[src/rtl/game_timer_pkg.sv]
// game_timer_pkg: shared FSM state type and count-direction constants for game_timer.
package game_timer_pkg;
  typedef enum logic [1:0] {IDLE, RUN, HOLD, DONE} state_e;
  localparam logic DIR_DOWN = 1'b0;
  localparam logic DIR_UP   = 1'b1;
endpackage

[src/rtl/game_timer.sv]
// game_timer: start/stop/load up-down timer that wraps or saturates at terminal count.
// Defining GAME_TIMER_LAP_EN adds lap_i/lap_o to capture count_o into a lap register.
module game_timer
  import game_timer_pkg::*;
#(
  parameter int               WIDTH     = 5,
  parameter logic [WIDTH-1:0] RESET_VAL = '1,
  parameter bit               WRAP      = 1'b1
) (
  input  logic             clk_4_i,
  input  logic             rst_ni,
  input  logic             start_i,
  input  logic             stop_i,
  input  logic             load_i,
  input  logic [WIDTH-1:0] load_val_i,
  input  logic             dir_i,
  output logic [WIDTH-1:0] count_o,
  output logic             running_o,
  output logic             tc_o,
`ifdef GAME_TIMER_LAP_EN
  input  logic             lap_i,
  output logic [WIDTH-1:0] lap_o,
`endif
  output logic             done_o
);
  state_e           state_q, state_d;
  logic [WIDTH-1:0] count_q, count_d, term;
  logic             running_q, done_q, at_term;
  always_comb begin
    term    = (dir_i == DIR_UP) ? '1 : '0;
    at_term = count_q == term;
    state_d = state_q;
    count_d = count_q;
    if (load_i) begin
      state_d = IDLE;
      count_d = load_val_i;
    end else if (state_q == RUN) begin
      if (stop_i) state_d = HOLD;
      else if (!WRAP && at_term) state_d = DONE;
      else count_d = (dir_i == DIR_UP) ? count_q + 1'b1 : count_q - 1'b1;
    end else if (start_i && !stop_i && state_q != DONE) begin
      state_d = RUN;
    end
  end
  // running/done are registered from the next state so they track state_q exactly
  always_ff @(posedge clk_4_i or negedge rst_ni) begin
    if (!rst_ni) begin
      state_q   <= IDLE;
      count_q   <= RESET_VAL;
      running_q <= 1'b0;
      done_q    <= 1'b0;
    end else begin
      state_q   <= state_d;
      count_q   <= count_d;
      running_q <= state_d == RUN;
      done_q    <= state_d == DONE;
    end
  end
  assign count_o   = count_q;
  assign running_o = running_q;
  assign done_o    = done_q;
  assign tc_o      = running_q && at_term;
`ifdef GAME_TIMER_LAP_EN
  logic [WIDTH-1:0] lap_q, lap_d;
  always_comb lap_d = lap_i ? count_q : lap_q;
  always_ff @(posedge clk_4_i or negedge rst_ni) begin
    if (!rst_ni) lap_q <= '0;
    else lap_q <= lap_d;
  end
  assign lap_o = lap_q;
`endif
endmodule

[config.mk]
export PLATFORM = sky130hd
export DESIGN_NAME = game_timer
export DESIGN_NICKNAME = d
export VERILOG_FILES = /design/src/rtl/game_timer_pkg.sv /design/src/rtl/game_timer.sv
export SDC_FILE = /design/constraint.sdc
export NUM_CORES = 1
export LEC_CHECK = 0
export BUFFER_PORTS_ARGS = -buffer_cell sky130_fd_sc_hd__buf_4
export CORE_UTILIZATION = 42
export CTS_CLUSTER_DIAMETER = 120
export CTS_CLUSTER_SIZE = 14
export DETAILED_ROUTE_END_ITERATION = 8
export PLACE_DENSITY = 0.72
export SLEW_MARGIN = 25
export SYNTH_ARGS = -nofsm -noshare
export SYNTH_HDL_FRONTEND = slang
export SYNTH_SLANG_ARGS = --single-unit
[constraint.sdc]
create_clock -name clk_4_i -period 1.4 [get_ports clk_4_i]
set_input_delay 0.07 -clock clk_4_i [delete_from_list [all_inputs] [get_ports clk_4_i]]
set_output_delay 0.07 -clock clk_4_i [all_outputs]
set_load 0.005 [all_outputs]
==> results of run 1 <==
what timing repair did:
| action | CTS | global route |
|---|---|---|
| cloned | 0 | 0 |
| endpoints found under the setup margin | 5 | 5 |
| pin swaps | 1 | 4 |
| resized for setup | 9 | 5 |
| buffers inserted | 1 | 2 |
| endpoints found under the hold margin | 9 | 0 |
| hold buffers | 1 | 0 |
registers in the layout, summed over array words and instances (netlist names):
signal,count
state_q,2
done_o,1
count_o,5
running_o,1
critical path: cells and delay by family (launching register included):
family          cells  cell delay, ns
compound gates      1            0.04
fa+ha+maj           1            0.21
buf+inv             2            0.24
flops               1            0.56
simple gates        1            0.12
worst min-delay path by stage:
| stage | startpoint | endpoint | slack [ns] | cells after the start |
|---|---|---|---|---|
| floorplan | rst_ni | done_o | -0.23 | 0 |
| global placement | rst_ni | state_q[0] | -0.1 | 1 |
| detailed placement | rst_ni | state_q[0] | -0.1 | 1 |
| CTS | load_val_i[1] | count_o[1] | 0.009 | 3 |
| global route | load_val_i[0] | count_o[0] | 0.02 | 3 |
| finish | load_val_i[2] | count_o[2] | 0.02 | 3 |
report_power, final:
group | internal (mW) | switching (mW) | leakage [nW]
sequential | 0.295 | 0.0237 | 0.107
clock | 0.110 | 0.0997 | 0.0150
combinational | 0.159 | 0.115 | 0.299
layout by cell type, fill, tap and decap left out, types with 2 or more instances in the layout:
| master | count |
|---|---|
| sky130_fd_sc_hd__buf_4 | 29 |
| sky130_fd_sc_hd__dfrtp_1 | 4 |
| sky130_fd_sc_hd__nand3_1 | 3 |
| sky130_fd_sc_hd__and3b_1 | 2 |
| sky130_fd_sc_hd__a21oi_2 | 3 |
| sky130_fd_sc_hd__o21ai_0 | 2 |
| sky130_fd_sc_hd__dfstp_2 | 5 |
| sky130_fd_sc_hd__inv_2 | 2 |
| sky130_fd_sc_hd__nor2_1 | 3 |
| sky130_fd_sc_hd__a21oi_1 | 5 |
| sky130_fd_sc_hd__o21ai_1 | 2 |
| sky130_fd_sc_hd__nor3b_1 | 3 |
| sky130_fd_sc_hd__clkbuf_4 | 3 |
| sky130_fd_sc_hd__nand2_1 | 5 |
| sky130_fd_sc_hd__o21bai_1 | 2 |
cell families (layout without fill, tap and decap cells):
group                      Yosys count  count (layout)  share of synthesized area [%]
DFF                                  9               9                           40.0
buffers and inverters                6              38                           4.11
adders and majority gates            4               4                           9.96
xor gates and xnor gates             2               2                           3.03
and+or+nand+nor                     26              26                           25.8
AOI/OAI and AO/OA                   17              17                           17.1
cell type report:
cell class / count / area share, %
Clock buffer: 4 / 2.91
Inverter: 3 / 1.25
Multi-Input combinational cell: 49 / 41.7
Sequential cell: 9 / 25.6
Tap cell: 15 / 2.08
Timing Repair Buffer: 31 / 26.5
routing by layer:
layer	part of all wire (%)	GRT usage (%)	up-vias	routed length, um
met3	3.7	3.47	4	51
met4	1.5	12.9	0	21
met2	53	38.8	15	736
met1	42	25.5	275	584
li1	-	-	293	-
met5	0	0	-	0
metrics by stage:
| step | cells | util [%] | cell area, um^2 |
|---|---|---|---|
| 2_1_floorplan | 64 | - | 581 |
| 3_3_place_gp | 103 | 61.4 | 790 |
| 3_5_place_dp | 103 | 61.4 | 790 |
| 4_1_cts | 109 | 67.6 | 868 |
| 5_1_grt | 111 | 70.3 | 903 |
| 6_report | 111 | 70.3 | 903 |
==> qor.txt, run 1 <==
====================================================================================
Most frequent cell after synthesis .................................... sky130_fd_sc_hd__a21oi_1
Hold/Removal Path Class ............................................... input port to flip-flop
NumNets Final .........................................................          112
PD cells ..............................................................  890 mW/mm^2
Fraction of layout cells with a size suffix above 1 ...................        53.1%
Antenna violations before repair ......................................            0
Max-slew violation count ..............................................            0
Core region area ...................................................... 0.00128 mm^2
Fill cells ............................................................          109
Number of sinks on the clock net ......................................            9
Initial detailed-routing violation count ..............................           16
Critical Path Source Type .............................................    flip-flop
Launch point of the worst path ........................................   count_o[3]
Final HPWL DP .........................................................       954 um
Depth of the worst register-to-register path ..........................            6
Bufs on Longest Clock Path ............................................            2
Final setup fails .....................................................            4
Number of enable-type register cells in the synthesized netlist .......            0
Standard cell with the maximum stage delay on the critical path ....... sky130_fd_sc_hd__dfstp_2
Post-layout minimum cycle time ........................................      1.50 ns
Worst hold margin .....................................................    0.0173 ns
Initial Utilization ...................................................        45.0%
Rel. slew slack .......................................................        75.7%
# port buffers ........................................................           18
Max IR drop VDD .......................................................     0.506 mV
Syn Area/Cell .........................................................    9.03 um^2
Placer congestion estimate ............................................        0.707
Vias after detailed routing ...........................................          587
Setup slack on the worst flop-to-flop path ............................     -0.10 ns
Violations in the final reports ....................................... setup timing
Top cells by count, synth ............................................. sky130_fd_sc_hd__a21oi_1 (8), sky130_fd_sc_hd__dfstp_2 (5), sky130_fd_sc_hd__nand2_1 (5)
Portion of the post-synthesis area used by sequential elements ........        40.0%
Total GRT Usage .......................................................        22.4%
TritonCTS buffer count ................................................            3
Placement Setup Slack .................................................   -0.0785 ns
Y dimension of the die ................................................      39.1 um
Critical path class ................................................... flip-flop to output port
CP endpoint kind ......................................................  output port
Arrival time of the worst setup path ..................................      1.43 ns
Critical R2R Capture ..................................................   count_o[4]
Die Footprint ......................................................... 0.00153 mm^2
Standard-cell rows ....................................................           13
Final clock period utilization by the worst path ......................         107%
Biggest fanout along the worst timing path ............................            2
Leakage power total ...................................................     0.421 nW
Number of antenna cells inserted ......................................            0
Worst flop-to-flop path startpoint ....................................   count_o[0]
Post-synthesis to final-layout area growth ............................        56.3%
Unique masters post-synth .............................................           28
Max Cap Violations ....................................................            0
Wire length of the first global-routing pass ..........................      2160 um
Proportion of netlist area held by the largest area contributor .......        22.7%
Final hold violation count ............................................            0
CTS tree ..............................................................        built
I/O pins ..............................................................           19
Number of routed nets with antenna violations .........................            0
Number of global-route vias before repair .............................          516
# H-tree levels .......................................................            1
Setup repair after global routing missed its margin ...................         true
Cell accounting for the most synthesized area ......................... sky130_fd_sc_hd__dfstp_2
Setup TNS after final layout ..........................................    -0.265 ns
Syn Nets ..............................................................           79
Min setup slack post-route ............................................    -0.105 ns
Synth area leaders .................................................... sky130_fd_sc_hd__dfstp_2 (23%), sky130_fd_sc_hd__dfrtp_1 (17%), sky130_fd_sc_hd__a21oi_1 (6.9%), sky130_fd_sc_hd__ha_1 (6.5%), sky130_fd_sc_hd__nor3b_1 (3.9%)
F_max .................................................................      665 MHz
Synth Instances .......................................................           64
Wire length after detailed routing ....................................      1390 um
Area of the multi-input gates .........................................     377 um^2
Proportion of synthesized flip-flops having asynchronous set or reset .         100%
Worst setup path endpoint .............................................         tc_o
Floorplan die width ...................................................      39.1 um
Total power consumption of the routed design ..........................     0.804 mW
Number of DRC violations after detailed routing .......................            0
Worst endpoint required time ..........................................      1.33 ns
Clk_skew ..............................................................   0.00438 ns
Detail-routed via count per cell ......................................         5.29
Delay of the slowest critical-path stage ..............................      0.56 ns
Largest net degree at the start of global routing .....................           19
Worst-Margin Slew .....................................................     0.363 ns
Later-pin clock latency in the skew report ............................      0.27 ns
Per-cell routed wire length ...........................................      12.5 um
Number of register bits inferred by synthesis .........................            9
Area of the mapped netlist ............................................     578 um^2
Total area of sequential cells ........................................     231 um^2
Yosys warning total ...................................................            0
Most frequently used flop master after synthesis ...................... sky130_fd_sc_hd__dfstp_2
GR Overflow Total .....................................................            0
CTS clock-pin slew for the worst setup and hold paths .................      0.07 ns
Detailed-routing iteration count for the pre-antenna-repair pass ......            4
Result of the run ..................................................... complete, but fails checks
List of cells traversed by the critical path .......................... ha_4 > buf_6 > nand4_1 > a21oi_2 > buf_4
Clock tree root driver cell ........................................... sky130_fd_sc_hd__clkbuf_4
====================================================================================
(Power assumes the default switching activity.)
==> inputs of run 2 (changes only) <==
CORE_AREA = 2 2 39 41   (was unset)
CORE_UTILIZATION = unset   (was 42)
CTS_CLUSTER_SIZE = unset   (was 14)
DIE_AREA = 0 0 41 43   (was unset)
PLACE_DENSITY = 0.71   (was 0.72)
RECOVER_POWER = 100   (was unset)
clock period = 1.8 ns   (was 1.4 ns; I/O delays follow)
==> run 2 against run 1 <==
The flow now finishes without violations. Non-clock buffer count down 11. Register-to-register slack better by 0.26 ns. Power is 33% lower. Via count fell by 12%. Cell count down 9.0%. Sequential power shrank 24%. Wire length is 15% lower. Critical path depth increased by 1. Sequential share of layout area is 5.1 points higher. Largest cell class unchanged. Largest power group unchanged.
==> qor.txt, run 2 (synthesized netlist as in run 1, its figures left out) <==
===============================================================================
Total internal power .............................................     0.388 mW   -31%
# port buffers ...................................................           18   unchanged
Post-place instance area .........................................     728 um^2   -7.8%
Placer congestion estimate .......................................        0.723   +2.3%
Core region area ................................................. 0.00138 mm^2   +7.7%
Clk_skew .........................................................   0.00174 ns   -0.00265 ns
Result of the run ................................................ finished, final reports clean
Number of sinks on the clock net .................................            9   unchanged
Arrival time of the worst setup path .............................      1.84 ns   +0.41 ns
Sequential Power Share ...........................................        45.2%   +5.5 points
Die Footprint .................................................... 0.00176 mm^2   +15%
Commonest cells after routing, fill and taps aside ............... sky130_fd_sc_hd__buf_4 (14), sky130_fd_sc_hd__a21oi_1 (8), sky130_fd_sc_hd__nand2_1 (5), sky130_fd_sc_hd__clkbuf_4 (5)
Standard-cell rows ...............................................           14   +1
Critical path class .............................................. flip-flop to flip-flop
Finished Cell Area ...............................................     753 um^2   -17%
F_max ............................................................      607 MHz
Delay of the slowest critical-path stage .........................      0.56 ns   about the same
Routing layer with the top usage in global route .................         met2
Final HPWL DP ....................................................       922 um   -3.4%
GR Overflow Total ................................................            0   unchanged
TritonCTS buffer count ...........................................            3   unchanged
I/O pins .........................................................           19   unchanged
Number of routed nets with antenna violations ....................            0   unchanged
Vias after detailed routing ......................................          519   -12%
PD cells .........................................................  718 mW/mm^2   -19%
Bufs on Longest Clock Path .......................................            2   unchanged
Met2 layer usage reported by global route ........................        23.8%   -15 points
CTS clock-pin slew for the worst setup and hold paths ............      0.06 ns   about the same
Clock tree root driver cell ...................................... sky130_fd_sc_hd__clkbuf_4
Setup TNS after final layout .....................................         0 ns   +0.265 ns
Placement Setup Slack ............................................     0.157 ns   +0.235 ns
Number of antenna cells inserted .................................            0   unchanged
Total power consumption of the routed design .....................     0.541 mW   -33%
Hold buffer count at cts .........................................            1   unchanged
Power share of the combinational group ...........................        26.1%   -8.1 points
Later-pin clock latency in the skew report .......................      0.25 ns   -0.02 ns
Initial detailed-routing violation count .........................           10   -6
Per-cell routed wire length ......................................      11.7 um   -6.4%
Setup repair after global routing missed its margin ..............        false
CP endpoint kind .................................................    flip-flop
Post-synthesis to final-layout area growth .......................        30.3%
Standard cell with the maximum stage delay on the critical path .. sky130_fd_sc_hd__dfstp_2
Detail-routed via count per cell .................................         5.14   -2.8%
Gates resized, CTS repair ........................................            0   -9
Worst endpoint required time .....................................      2.00 ns   +0.67 ns
Met3 routing resource usage after global routing .................        5.24%   +1.8 points
Kind of cell adding the most delay to the critical path ..........   flip-flops
Biggest fanout along the worst timing path .......................            5   +3
Post-layout minimum cycle time ...................................      1.65 ns
Fill cells .......................................................          131   +20%
NumNets Final ....................................................          101   -9.8%
Power share of the clock group ...................................        28.7%   +2.6 points
Wire length after detailed routing ...............................      1190 um   -15%
Min setup slack post-route .......................................     0.153 ns   +0.258 ns
Antenna violations before repair .................................            0   unchanged
Final hold violation count .......................................            0   unchanged
Sw Pwr ...........................................................     0.153 mW   -36%
Met1 track demand over resource in global routing ................        21.7%   -3.8 points
Most common cell after layout, fill and taps aside ............... sky130_fd_sc_hd__buf_4
Wire length of the first global-routing pass .....................      1930 um   -11%
Number of DRC violations after detailed routing ..................            0   unchanged
Worst hold margin ................................................    0.0439 ns   +0.0265 ns
Hold/Removal Path Class .......................................... input port to flip-flop
Y dimension of the die ...........................................        43 um   +10%
Critical Path Source Type ........................................    flip-flop
Final clock period utilization by the worst path .................        91.5%
Fraction of layout cells with a size suffix above 1 ..............        23.5%   -30 points
CTS tree .........................................................        built
Leakage power total ..............................................     0.345 nW   -18%
Switching part of the total ......................................        28.3%   -1.4 points
Floorplan die width ..............................................        41 um   +4.9%
Buffer and inverter count on the worst path ......................            1   -1
Rel. slew slack ..................................................        65.3%   -10 points
Max IR drop VDD ..................................................     0.416 mV   -18%
Largest net degree at the start of global routing ................           19   unchanged
Max reg flops ....................................................            5   unchanged
Worst-Margin Slew ................................................     0.521 ns   +0.158 ns
Initial Utilization ..............................................        41.8%   -3.2 points
List of cells traversed by the critical path ..................... inv_1 > fa_1 > nand2b_1 > o2bb2ai_1 > o21bai_1 > nand3_1
Max Cap Violations ...............................................            0   unchanged
Max-slew violation count .........................................            0   unchanged
Number of global-route vias before repair ........................          467   -9.5%
Count of buffers added by post-CTS timing repair for setup .......            0   -1
Final setup fails ................................................            0   -4
Total GRT Usage ..................................................        16.3%   -6.1 points
# H-tree levels ..................................................            1   unchanged
Detailed-routing iteration count for the pre-antenna-repair pass .            4   unchanged
===============================================================================
[run 2: worst reg2reg max path, cell delays in order, from the launching register on]
cell,delay [ns]
sky130_fd_sc_hd__dfstp_2,0.56
sky130_fd_sc_hd__inv_1,0.08
sky130_fd_sc_hd__fa_1,0.42
sky130_fd_sc_hd__nand2b_1,0.16
sky130_fd_sc_hd__o2bb2ai_1,0.14
sky130_fd_sc_hd__o21bai_1,0.17
sky130_fd_sc_hd__nand3_1,0.08
[run 2: final cells by class]
type,count,area (um^2),area share [%]
sequential,9,231,30.7
multi-input combinational,49,323,42.9
timing repair buffer,20,141,18.8
clock buffer,4,26.3,3.49
tap,16,20.0,2.66
inverter,3,11.3,1.50
[run 2: path summary, 6_finish.rpt]
kind                       cells after the start          start  slack [ns]    endpoint
max in group asynchronous                      2         rst_ni        1.12  count_o[0]
min in group asynchronous                      2         rst_ni        0.32  state_q[0]
max                                            6     count_o[0]        0.15  count_o[4]
max reg2reg                                    6     count_o[0]        0.15  count_o[4]
min                                            3  load_val_i[1]        0.04  count_o[1]
min reg2reg                                    2     state_q[1]        0.57  state_q[0]
[run 2: power groups by stage]
stage / Combinational, mW / Sequential, mW / Clock (mW)
4_1_cts: 0.145 / 0.249 / 0.164
3_5_place_dp: 0.143 / 0.253 / 0
5_1_grt: 0.161 / 0.248 / 0.175
6_report: 0.141 / 0.244 / 0.155
2_1_floorplan: 0.0819 / 0.250 / 0
3_3_place_gp: 0.142 / 0.251 / 0
[run 2: per-stage QoR]
stage	cells	utilization, %
after detailed placement	96	52.6
after CTS	101	55.2
after floorplan	64	-
final	101	54.4
after global placement	96	52.6
after global routing	101	54.4
[run 2: routing by layer]
layer / part of all wire, % / vias to the layer above
li1: - / 272
met1: 45 / 235
met2: 48 / 12
met3: 6.5 / 0
met4: 0 / 0
met5: 0 / -
